### src/rtl/tap_stream_player_if.sv
//------------------------------------------------------------------------------
// Module  : tap_stream_player_if
// Brief   : Tape-cache read port plus serializer start/done handshake used by
//           tap_stream_player (master) and the tape RAM / bit serializer (slave).
// Revision: 1.0  initial release
//------------------------------------------------------------------------------
`default_nettype none

interface tap_stream_player_if #(
  parameter int ADDR_W = 16
) ();
  logic [ADDR_W-1:0] tape_addr;
  logic [7:0]        tape_data;
  logic [ADDR_W-1:0] tape_end;
  logic              byte_start;
  logic [7:0]        byte_data;
  logic              byte_gap;
  logic              byte_done;

  modport master (
    output tape_addr,
    input  tape_data,
    input  tape_end,
    output byte_start,
    output byte_data,
    output byte_gap,
    input  byte_done
  );

  modport slave (
    input  tape_addr,
    output tape_data,
    output tape_end,
    input  byte_start,
    input  byte_data,
    input  byte_gap,
    output byte_done
  );
endinterface

`default_nettype wire

### src/rtl/tap_stream_player.sv
//------------------------------------------------------------------------------
// Module  : tap_stream_player
// Brief   : Walks an Oric TAP image held in tape-cache RAM, parses each segment
//           header (sync run, 0x24 marker, 9-byte header, name) and hands bytes
//           and gap requests to an external bit serializer. Supports play/pause
//           with position hold, segment counting and sticky error reporting.
//           Optional turbo mode is compiled in with macro TAP_TURBO_EN.
// Revision: 1.0  initial release
//------------------------------------------------------------------------------
`default_nettype none

module tap_stream_player #(
  parameter int ADDR_W      = 16,
  parameter int RD_LAT      = 1,
  parameter int LEAD_REPEAT = 511,
  parameter int GAP_CYCLES  = 12000000
) (
  input  logic                clk,
  input  logic                reset_n,
  input  logic                play,
  input  logic                rewind,
  tap_stream_player_if.master bus,
  output logic                busy,
  output logic                eot,
  output logic                err,
  output logic [7:0]          seg_count
`ifdef TAP_TURBO_EN
  ,
  input  logic                turbo
`endif
);

  typedef enum logic [3:0] {
    S_IDLE      = 4'd0,
    S_PAUSE     = 4'd1,
    S_GAP_WAIT  = 4'd2,
    S_FETCH     = 4'd3,
    S_EMIT      = 4'd4,
    S_WAIT_DONE = 4'd5,
    S_SEND_GAP  = 4'd6,
    S_ADVANCE   = 4'd7,
    S_DONE      = 4'd8
  } state_t;

  // Header index: 0 = sync run, 1..9 = header offset 0..8 next, then name, then data.
  localparam logic [3:0]  c_HDR_SYNC = 4'd0;
  localparam logic [3:0]  c_HDR_NAME = 4'd10;
  localparam logic [3:0]  c_HDR_DATA = 4'd11;
  localparam logic [2:0]  c_RD_LAT   = 3'(RD_LAT);
  localparam logic [15:0] c_LEAD     = 16'(LEAD_REPEAT);
  localparam logic [31:0] c_GAP      = 32'(GAP_CYCLES);

  state_t            r_state;
  state_t            r_resume;
  logic [ADDR_W-1:0] r_addr;
  logic              r_byte_start;
  logic              r_byte_gap;
  logic [7:0]        r_byte_data;
  logic              r_eot;
  logic              r_err;
  logic [7:0]        r_seg_count;
  logic [15:0]       r_lead;
  logic [3:0]        r_hdr_idx;
  logic [15:0]       r_size;
  logic [15:0]       r_end;
  logic [15:0]       r_start;
  logic [31:0]       r_gap;
  logic [2:0]        r_lat;
  logic              r_gap_sent;
  logic              r_turbo;
  logic              r_play_q;

  logic              w_turbo_in;
  logic [15:0]       w_lead_lim;
  logic [31:0]       w_gap_load;
  logic              w_hold;
  logic              w_last;
  logic              w_name_end;
  logic [ADDR_W-1:0] w_next_addr;

`ifdef TAP_TURBO_EN
  assign w_turbo_in = turbo;
`else
  assign w_turbo_in = 1'b0;
`endif

  // Turbo shortens the lead-in and the inter-segment pause.
  assign w_lead_lim  = r_turbo ? 16'd15 : c_LEAD;
  assign w_gap_load  = w_turbo_in ? 32'd1 : c_GAP;
  // The first sync byte of a segment is re-emitted before the address moves on.
  assign w_hold      = (r_hdr_idx == c_HDR_SYNC) && (r_byte_data != 8'h24) &&
                       (r_lead < w_lead_lim);
  assign w_last      = (r_hdr_idx == c_HDR_DATA) && (r_size == 16'd1);
  assign w_name_end  = (r_hdr_idx == c_HDR_NAME) && (r_byte_data == 8'h00);
  assign w_next_addr = w_hold ? r_addr : r_addr + ADDR_W'(1);

  assign bus.tape_addr  = r_addr;
  assign bus.byte_start = r_byte_start;
  assign bus.byte_data  = r_byte_data;
  assign bus.byte_gap   = r_byte_gap;
  assign eot            = r_eot;
  assign err            = r_err;
  assign seg_count      = r_seg_count;
  // Decoded straight from the state register; PAUSE counts as busy.
  assign busy           = (r_state != S_IDLE) && (r_state != S_DONE);

  // Previous play level for rising-edge detection; keeps tracking across rewind
  // so a held play level does not restart the tape after a rewind.
  always_ff @(posedge clk or negedge reset_n) begin
    if (!reset_n) r_play_q <= 1'b0;
    else          r_play_q <= play;
  end

  // Player FSM: tape walk, header parse, serializer handshake and status flags.
  always_ff @(posedge clk or negedge reset_n) begin
    if (!reset_n) begin
      r_state <= S_IDLE;      r_resume <= S_IDLE;      r_addr <= '0;
      r_byte_start <= 1'b0;   r_byte_gap <= 1'b0;      r_byte_data <= 8'h00;
      r_eot <= 1'b0;          r_err <= 1'b0;           r_seg_count <= 8'h00;
      r_lead <= 16'd0;        r_hdr_idx <= c_HDR_SYNC; r_size <= 16'd0;
      r_end <= 16'd0;         r_start <= 16'd0;        r_gap <= c_GAP;
      r_lat <= 3'd0;          r_gap_sent <= 1'b0;      r_turbo <= 1'b0;
    end else if (rewind) begin
      r_state <= S_IDLE;      r_resume <= S_IDLE;      r_addr <= '0;
      r_byte_start <= 1'b0;   r_byte_gap <= 1'b0;      r_byte_data <= 8'h00;
      r_eot <= 1'b0;          r_err <= 1'b0;           r_seg_count <= 8'h00;
      r_lead <= 16'd0;        r_hdr_idx <= c_HDR_SYNC; r_size <= 16'd0;
      r_end <= 16'd0;         r_start <= 16'd0;        r_gap <= c_GAP;
      r_lat <= 3'd0;          r_gap_sent <= 1'b0;      r_turbo <= 1'b0;
    end else begin
      r_lat <= 3'd0;
      case (r_state)
        S_IDLE: begin
          if (play && !r_play_q) begin
            r_turbo <= w_turbo_in;
            r_gap   <= w_gap_load;
            r_state <= S_GAP_WAIT;
          end
        end
        S_PAUSE: begin
          if (play) r_state <= r_resume;
        end
        S_GAP_WAIT: begin
          if (!play) begin
            r_resume <= S_GAP_WAIT;
            r_state  <= S_PAUSE;
          end else if (r_gap == 32'd0) begin
            r_state <= S_FETCH;
          end else begin
            r_gap <= r_gap - 32'd1;
          end
        end
        S_FETCH: begin
          if (r_addr == bus.tape_end) begin
            // Nothing left to read (covers an empty tape).
            r_eot   <= 1'b1;
            r_state <= S_DONE;
          end else if (r_lat != c_RD_LAT) begin
            r_lat <= r_lat + 3'd1;
          end else if ((r_hdr_idx == c_HDR_SYNC) && (r_lead == 16'd0) &&
                       (bus.tape_data != 8'h16)) begin
            r_err   <= 1'b1;
            r_eot   <= 1'b1;
            r_state <= S_DONE;
          end else begin
            r_byte_data  <= bus.tape_data;
            r_byte_start <= 1'b1;
            r_state      <= S_EMIT;
          end
        end
        S_EMIT: begin
          r_byte_start <= 1'b0;
          r_state      <= S_WAIT_DONE;
        end
        S_WAIT_DONE: begin
          if (bus.byte_done) begin
            if (w_name_end && !r_gap_sent && !r_turbo) begin
              r_byte_start <= 1'b1;
              r_byte_gap   <= 1'b1;
              r_state      <= S_SEND_GAP;
            end else begin
              r_state <= S_ADVANCE;
            end
          end
        end
        S_SEND_GAP: begin
          r_byte_start <= 1'b0;
          if (bus.byte_done) begin
            r_byte_gap <= 1'b0;
            r_gap_sent <= 1'b1;
            r_state    <= S_ADVANCE;
          end
        end
        S_ADVANCE: begin
          r_addr <= w_next_addr;
          if (w_hold) r_lead <= r_lead + 16'd1;
          if (r_hdr_idx == c_HDR_SYNC) begin
            if (r_byte_data == 8'h24) r_hdr_idx <= 4'd1;
          end else if (r_hdr_idx < c_HDR_NAME) begin
            case (r_hdr_idx)
              4'd5:    r_end[15:8]   <= r_byte_data;
              4'd6:    r_end[7:0]    <= r_byte_data;
              4'd7:    r_start[15:8] <= r_byte_data;
              4'd8:    r_start[7:0]  <= r_byte_data;
              default: ;
            endcase
            r_hdr_idx <= r_hdr_idx + 4'd1;
          end else if (r_hdr_idx == c_HDR_NAME) begin
            if (r_byte_data == 8'h00) begin
              r_size    <= r_end - r_start + 16'd1;
              r_hdr_idx <= c_HDR_DATA;
            end
          end else begin
            r_size <= r_size - 16'd1;
            if (w_last) begin
              if (r_seg_count != 8'hFF) r_seg_count <= r_seg_count + 8'd1;
              r_lead     <= 16'd0;
              r_hdr_idx  <= c_HDR_SYNC;
              r_gap_sent <= 1'b0;
              r_gap      <= w_gap_load;
              r_turbo    <= w_turbo_in;
            end
          end
          if (w_next_addr == bus.tape_end) begin
            r_eot   <= 1'b1;
            r_state <= S_DONE;
          end else if (!play) begin
            r_resume <= w_last ? S_GAP_WAIT : S_FETCH;
            r_state  <= S_PAUSE;
          end else begin
            r_state <= w_last ? S_GAP_WAIT : S_FETCH;
          end
        end
        S_DONE: ;
        default: r_state <= S_IDLE;
      endcase
    end
  end

endmodule

`default_nettype wire

### src/flat_wrapper.sv
// flat-port wrapper written by rule: the top's interface ports become plain ports
module tap_stream_player_flat 
#(
  parameter int ADDR_W      = 16,
  parameter int RD_LAT      = 1,
  parameter int LEAD_REPEAT = 511,
  parameter int GAP_CYCLES  = 12000000
)
  (clk, reset_n, play, rewind, busy, eot, err, seg_count, bus_tape_addr, bus_tape_data, bus_tape_end, bus_byte_start, bus_byte_data, bus_byte_gap, bus_byte_done);
  tap_stream_player_if #(.ADDR_W(ADDR_W)) bus_i ();
  input  logic clk;
  input  logic reset_n;
  input  logic play;
  input  logic rewind;
  output logic busy;
  output logic eot;
  output logic err;
  output logic [7:0] seg_count;
  output wire logic [$bits(bus_i.tape_addr)-1:0] bus_tape_addr;
  input wire logic [$bits(bus_i.tape_data)-1:0] bus_tape_data;
  input wire logic [$bits(bus_i.tape_end)-1:0] bus_tape_end;
  output wire logic [$bits(bus_i.byte_start)-1:0] bus_byte_start;
  output wire logic [$bits(bus_i.byte_data)-1:0] bus_byte_data;
  output wire logic [$bits(bus_i.byte_gap)-1:0] bus_byte_gap;
  input wire logic [$bits(bus_i.byte_done)-1:0] bus_byte_done;
  assign bus_tape_addr = bus_i.tape_addr;
  assign bus_i.tape_data = bus_tape_data;
  assign bus_i.tape_end = bus_tape_end;
  assign bus_byte_start = bus_i.byte_start;
  assign bus_byte_data = bus_i.byte_data;
  assign bus_byte_gap = bus_i.byte_gap;
  assign bus_i.byte_done = bus_byte_done;
  tap_stream_player #(.ADDR_W(ADDR_W), .RD_LAT(RD_LAT), .LEAD_REPEAT(LEAD_REPEAT), .GAP_CYCLES(GAP_CYCLES)) u_core (.clk(clk), .reset_n(reset_n), .play(play), .rewind(rewind), .bus(bus_i), .busy(busy), .eot(eot), .err(err), .seg_count(seg_count));
endmodule
### config.mk
export PLATFORM = sky130hd
export DESIGN_NAME = tap_stream_player_flat
export DESIGN_NICKNAME = d
export VERILOG_FILES = /design/src/rtl/tap_stream_player_if.sv /design/src/rtl/tap_stream_player.sv /design/src/flat_wrapper.sv
export SDC_FILE = /design/constraint.sdc
export NUM_CORES = 1
export LEC_CHECK = 0
export ABC_AREA = 1
export CORE_UTILIZATION = 60
export DETAILED_ROUTE_END_ITERATION = 6
export HOLD_SLACK_MARGIN = 0.06
export PLACE_DENSITY_LB_ADDON = 0.1
export SETUP_SLACK_MARGIN = 0.02
export SLEW_MARGIN = 0
export SYNTH_ARGS = -nofsm -noshare
export SYNTH_HDL_FRONTEND = slang
export SYNTH_SLANG_ARGS = --single-unit
### constraint.sdc
create_clock -name clk -period 4.15 [get_ports clk]
set_input_delay 0.6225 -clock clk [delete_from_list [all_inputs] [get_ports clk]]
set_output_delay 0.6225 -clock clk [all_outputs]
set_load 0.01 [all_outputs]
==> flow_summary.yaml, run 1 <==
outcome:
  status: "finished, final reports clean"
global_route:
  grt_overflow: 0
  grt_pass1_vias: 8592
  grt_pass1_wl_um: 40200
  grt_max_degree: 86
  grtUsageTotal: 0.309
  antenna_found_initial: 0
logic_synthesis:
  ys_top_cells_by_count: "nand2_1 (255), inv_1 (180), nor2_1 (179)"
  syn_avg_cell_area_um2: 7.32
  syn_nets: 1385
  ys_ff_latch: 147
  synth_enable_flop_cells: 0
  yosys-top-cells-area: "dfrtp_1 (36%), nand2_1 (9.9%), inv_1 (7.0%)"
  seq_area_frac_synth: 0.383
  yosysTopAreaCellShare: 0.356
  yosys_warnings: 0
  yosysMostFrequentCell: "nand2_1"
  synthDistinctLibCells: 53
  synth_top_area_cell: "dfrtp_1"
  synthArstFlopShare: 1.00
  synth_area_um2: 9630
  syn_inst: 1315
  synth_ff_type: "dfrtp_1"
finish:
  drive_gt1_frac: 0.0685
  seqCellArea_um2: 3690
  multi_input_area_um2: 5130
  stdcell_area_um2: 11100
  nets: 1458
  insertedDiodeCount: 0
  synthToLayoutAreaGrowth_pct: 15.4
  nFillCells: 1297
timing:
  hold_viol: 0
  finalCritPeriodShare: 0.753
  slew_viol_final: 0
  worstMarginPinSlew_ps: 1160
  period_needed_ps: 3130
  clock-skew-final_ps: 8.34
  relSlewSlack: 0.221
  fmax_mhz: 320
  rsz0062_at_grt: "no"
  finalSetupViolCount: 0
  fin_tns_setup_ps: 0
  whs_ps: 240
power_and_ir_drop:
  vdd_drop_max_v: 0.000351
  clkPwrFrac: 0.274
  p_leak_nw: 5.12
  switching_power_mw: 2.22
  powerDensity_nw_per_um2: 493
  p_comb_frac: 0.397
  power_frac_seq: 0.329
  intPower_mw: 3.25
  swShare: 0.406
placed_design:
  gp_congestion: 0.912
  place_area_um2: 10500
  dp_hpwl_um: 18100
  io_buffers: 65
setup_path:
  start_kind: "flip-flop"
  path_class: "reg2reg"
  r2r_cells: 10
  critPathMaxFanout: 19
  critical_path.endpoint_type: "flip-flop"
  cp.required_ps: 4530
  arrival_ps: 3500
route:
  vias: 9146
  vias_per_cell: 5.67
  drc_errors: 0
  drt-total-wl_um: 24300
  drtAntennaViolNets: 0
  drtIter0Drc: 809
  post_drt_wl_per_cell_um: 15.1
  dr.pass1.iters: 6
cts:
  clk_latency_ps: 430
  clk_pin_slew_ps: 60
  cts_tree: "yes"
  holdBufCountCts: 0
  clockBufferDepth: 2
  cts.sinks: 147
  cts_buffers: 17
  postCtsSetupBuffers: 0
  cts.repair.resized: 0
  root_buffer: "clkbuf_16"
  cts_max_level: 4
worst_hold_path:
  hold_path_class: "in2async"
die:
  die_area_um2: 16600
  core_area_um2: 15400
  die_w_um: 129
  die_height_um: 129
  rows: 45
  initial_core_util: 0.624
  io_pins: 66
job:
  cap_violations: 0
==> registers in the layout, indices dropped and copies added (netlist names), 2 cells and up <==
name / cells
u_core.bus.byte_data: 8
u_core.r_size: 16
u_core.bus.tape_addr: 16
u_core.r_hdr_idx: 4
u_core.r_lead: 16
u_core.r_gap: 32
u_core.r_lat: 3
u_core.r_end: 16
u_core.seg_count: 8
u_core.r_state: 4
u_core.r_resume: 2
u_core.r_start: 16
==> layer usage <==
| layer | GRT usage | part of all wire |
|---|---|---|
| met2 | 0.508 | 0.47 |
| met1 | 0.411 | 0.46 |
| met4 | 0.0948 | 0.018 |
| met3 | 0.0636 | 0.056 |
| met5 | 0 | 0 |
==> metrics by stage <==
step / instances / util / power [mW] / worst slack, ps
after floorplan: 1315 / - / 3.40 / 1660
after global placement: 1580 / 0.683 / 3.90 / 1020
after detailed placement: 1580 / 0.683 / 3.95 / 917
after CTS: 1612 / 0.720 / 5.46 / 1070
after global routing: 1612 / 0.720 / 5.87 / 725
final: 1612 / 0.720 / 5.47 / 1020
==> worst paths after layout <==
path                                                     start                         endpoint  slack [ps]
worst max-delay path              u_core.r_size[8]$_DFFE_PN0P_     u_core.r_gap[21]$_DFFE_PN1P_        1020
worst min-delay path                                   reset_n  u_core.seg_count[0]$_DFFE_PN0P_         240
worst max register to register    u_core.r_size[8]$_DFFE_PN0P_     u_core.r_gap[21]$_DFFE_PN1P_        1020
worst min register to register  u_core.r_resume[1]$_DFFE_PN0P_   u_core.r_resume[1]$_DFFE_PN0P_         490
max in group asynchronous                              reset_n     u_core.r_gap[18]$_DFFE_PN1P_        2900
min in group clk                u_core.r_resume[1]$_DFFE_PN0P_   u_core.r_resume[1]$_DFFE_PN0P_         490
==> cell type report <==
class / instances / area share
clock buffers: 21 / 0.0424
inverters: 189 / 0.0639
repair buffers: 77 / 0.0668
clock inverters: 11 / 0.00924
flip-flops and latches: 147 / 0.332
well taps: 211 / 0.0238
multi-input cells: 956 / 0.462
==> cell usage in the layout, fill, tap and decap left out, drive strengths merged, types with 3 or more instances in the layout <==
cell type      count
a211oi             7
a21boi             3
a21oi             67
a31oi              4
buf               13
clkbuf            21
clkdlybuf4s50     64
clkinv             3
clkinvlp           6
dfrtp            137
dfstp             10
ha                40
inv              190
mux2              13
nand2            255
nand3             86
nand3b            12
nand4             28
nor2             188
nor3              37
nor3b              4
nor4              21
o211ai             3
o21a               5
o21ai            103
o22ai              9
o31ai              6
o41ai              5
xnor2              7
xor2              39
==> power by group through the flow <==
stage / Clock (mW) / Combinational [mW] / Sequential, mW
after floorplan: 0 / 1.61 / 1.79
after global placement: 0 / 2.09 / 1.81
after detailed placement: 0 / 2.13 / 1.82
after CTS: 1.52 / 2.15 / 1.80
after global routing: 1.58 / 2.47 / 1.83
final: 1.50 / 2.17 / 1.80
==> worst max-delay path: stages, from the launching register on <==
cell     delay, ps
dfrtp_1        430
nor2_1         220
nand2_1         80
nor4_1         340
nand3_1        260
o21ai_2        610
nand3_4        380
inv_2          350
nand3_1        150
o21ai_1        150
a21o_1         100
==> logic make-up after synthesis <==
logic type,share of synthesized area
multiplexers,0.0152
buffers and inverters,0.0841
XOR/XNOR,0.0418
flip-flops,0.383
adder cells (fa/ha/maj),0.0541
AO/OA/AOI/OAI,0.130
AND/OR/NAND/NOR,0.291
(Power assumes the default switching activity.)
==> run 2, diff against run 1 <==
--- a/config.mk
+++ b/config.mk
@@ -6,7 +6,7 @@
 export NUM_CORES = 1
 export LEC_CHECK = 0
 export ABC_AREA = 1
-export CORE_UTILIZATION = 60
+export CORE_UTILIZATION = 54
 export DETAILED_ROUTE_END_ITERATION = 6
 export HOLD_SLACK_MARGIN = 0.06
 export PLACE_DENSITY_LB_ADDON = 0.1
==> constraint.sdc (replaced) <==
create_clock -name clk -period 2.7 [get_ports clk]
set_input_delay 0.405 -clock clk [delete_from_list [all_inputs] [get_ports clk]]
set_output_delay 0.405 -clock clk [all_outputs]
set_load 0.01 [all_outputs]
==> run 2 against run 1 <==
- fmax up 27%
- routed wire length rose by 4.7%
- clock power up 55%
- via count grew 1.0%
- sequential power grew 54%
- critical path depth grew 7
- flip-flop and latch count is the same
- core utilization decreased by 5.6 points
- worst setup slack worse by 780 ps
- cell count up 3.1%
- power rose by 63%
- critical path type unchanged
- largest power group unchanged
==> flow_summary.yaml, run 2 (synthesis gave the netlist of run 1 again) <==
setup_path:
  crit_family: "simple AND/OR/NAND/NOR gates"
  cp.depth: 17
  critPathMaxFanout: 5
  r2r_end: "u_core.eot$_DFFE_PN0P_"
  start_kind: "flip-flop"
  cp_slowest_cell: "dfrtp_2"
  cp_slowest_stage_delay_ps: 440
  r2r_slack_ps: 240
  path_cells: "inv_1 -> ha_2 -> nand3_2 -> inv_2 -> buf_4 -> nand2_1 -> nor2_4 -> nor2_1 -> xor2_1 -> nor2_1 -> nand2_1 -> nor2_4 -> nand2_2 -> nand2_2 -> nand3_1 -> nand2_1 -> nand2_1"
  arrival_ps: 2780
  cp-endpoint: "u_core.eot$_DFFE_PN0P_"
  cp.required_ps: 3020
  cp-startpoint: "u_core.r_hdr_idx[1]$_DFFE_PN0P_"
  r2r_cells: 17
  cp_common_cell: "nand2_1"
  critical_path.endpoint_type: "flip-flop"
  path_class: "reg2reg"
  rr_startpoint: "u_core.r_hdr_idx[1]$_DFFE_PN0P_"
  cp.buffers_inverters: 3
die:
  die_w_um: 136
  die_height_um: 136
  io_pins: 66
  die_area_um2: 18400
  initial_core_util: 0.555
  core_area_um2: 17400
  rows: 48
finish:
  fin_util: 0.664
  top_register: "u_core.r_gap"
  drive_gt1_frac: 0.105
  largest_register_ffs: 32
  nFillCells: 1517
  synthToLayoutAreaGrowth_pct: 19.7
  insertedDiodeCount: 0
  final_common_cell: "nand2_1"
  fin_cells: 1662
  stdcell_area_um2: 11500
  nets: 1494
  layout_common_cells: "nand2_1 (252), inv_1 (180), nor2_1 (172), dfrtp_1 (136), o21ai_0 (90)"
placed_design:
  io_buffers: 65
  place_area_um2: 10800
  dp.cells: 1627
  gp_congestion: 0.934
  place_worst_setup_slack_ps: 32.5
  dp_hpwl_um: 19100
power_and_ir_drop:
  vdd_drop_max_v: 0.000525
  power_mw: 8.95
  power_frac_seq: 0.310
  p_comb_frac: 0.431
  powerDensity_nw_per_um2: 776
  switching_power_mw: 3.65
  swShare: 0.408
  intPower_mw: 5.30
  p_leak_nw: 5.34
  clkPwrFrac: 0.259
timing:
  fin_tns_setup_ps: 0
  clock-skew-final_ps: 11.0
  fmax_mhz: 406
  finalCritPeriodShare: 0.912
  whs_ps: 485
  relSlewSlack: 0.597
  timing.final.ws_setup_ps: 239
  worstMarginPinSlew_ps: 604
  hold_viol: 0
  finalSetupViolCount: 0
  period_needed_ps: 2460
  slew_viol_final: 0
global_route:
  grtUsageTotal: 0.291
  antenna_found_initial: 0
  grt_pass1_wl_um: 41700
  grt_max_degree: 64
  grt_overflow: 0
  grt_pass1_vias: 8632
route:
  vias: 9239
  vias_per_cell: 5.56
  drtAntennaViolNets: 0
  post_drt_wl_per_cell_um: 15.3
  dr.pass1.iters: 6
  drt-total-wl_um: 25500
  drtIter0Drc: 724
  drc_errors: 0
worst_hold_path:
  hold_path_class: "reg2reg"
cts:
  cts_buffers: 17
  cts_max_level: 4
  clk_latency_ps: 430
  root_buffer: "clkbuf_16"
  cts_tree: "yes"
  clk_pin_slew_ps: 60
  clockBufferDepth: 2
  cts.sinks: 147
job:
  cap_violations: 0
outcome:
  status: "finished, final reports clean"
[run 2: cell count changes in the layout (fill, tap and decap cells not counted), sizes merged]
cell,before,now
dlygate4sd3,0,1
clkbuf,21,19
buf,13,49
clkdlybuf4s50,64,63
clkinvlp,6,2
inv,190,193
clkinv,3,6
[run 2: per-layer routing]
layer | vias to the layer above | part of all wire | wire (um) | track usage
li1 | 4568 | - | - | -
met1 | 4369 | 0.45 | 11400 | 0.396
met2 | 263 | 0.48 | 12100 | 0.475
met3 | 39 | 0.057 | 1460 | 0.0456
met4 | 0 | 0.020 | 518 | 0.0924
met5 | - | 0 | 0 | 0
[run 2: worst register-to-register path: cells and delay by family (launching register included)]
family        cells  cell delay [ps]
flops             1              440
fa+ha+maj         1              190
xor+xnor          1              150
simple gates     12             1270
buf+inv           3              320
[run 2: what timing repair did]
item,CTS,global route
setup endpoints to repair,0,40
endpoints found under the hold margin,59,0
setup buffers,0,2
hold buffers,1,0
resized for setup,0,30
[run 2: worst min path at each step]
| stage | from | to | depth (start not counted) |
|---|---|---|---|
| 2_1_floorplan | reset_n | u_core.bus.byte_data[0]$_DFFE_PN0P_ | 0 |
| 3_3_place_gp | reset_n | u_core.seg_count[3]$_DFFE_PN0P_ | 1 |
| 3_5_place_dp | reset_n | u_core.seg_count[1]$_DFFE_PN0P_ | 1 |
| 4_1_cts | u_core.r_resume[1]$_DFFE_PN0P_ | u_core.r_resume[1]$_DFFE_PN0P_ | 2 |
| 5_1_grt | u_core.r_resume[1]$_DFFE_PN0P_ | u_core.r_resume[1]$_DFFE_PN0P_ | 2 |
| 6_report | u_core.r_resume[1]$_DFFE_PN0P_ | u_core.r_resume[1]$_DFFE_PN0P_ | 2 |
[run 2: power groups by stage]
stage | Sequential, mW | Clock (mW) | Combinational [mW]
final | 2.77 | 2.32 | 3.86
after global routing | 2.81 | 2.44 | 4.33
after CTS | 2.75 | 2.36 | 3.72
after detailed placement | 2.79 | 0 | 3.69
after global placement | 2.78 | 0 | 3.64
after floorplan | 2.75 | 0 | 2.47
[run 2: area by class of cell]
type | count | area [um^2] | share of cell area
Clock buffer | 19 | 443 | 0.0384
Clock inverter | 13 | 125 | 0.0109
Inverter | 189 | 709 | 0.0615
Multi-Input combinational cell | 956 | 5220 | 0.453
Sequential cell | 147 | 3690 | 0.320
Tap cell | 225 | 282 | 0.0244
Timing Repair Buffer | 113 | 1050 | 0.0912
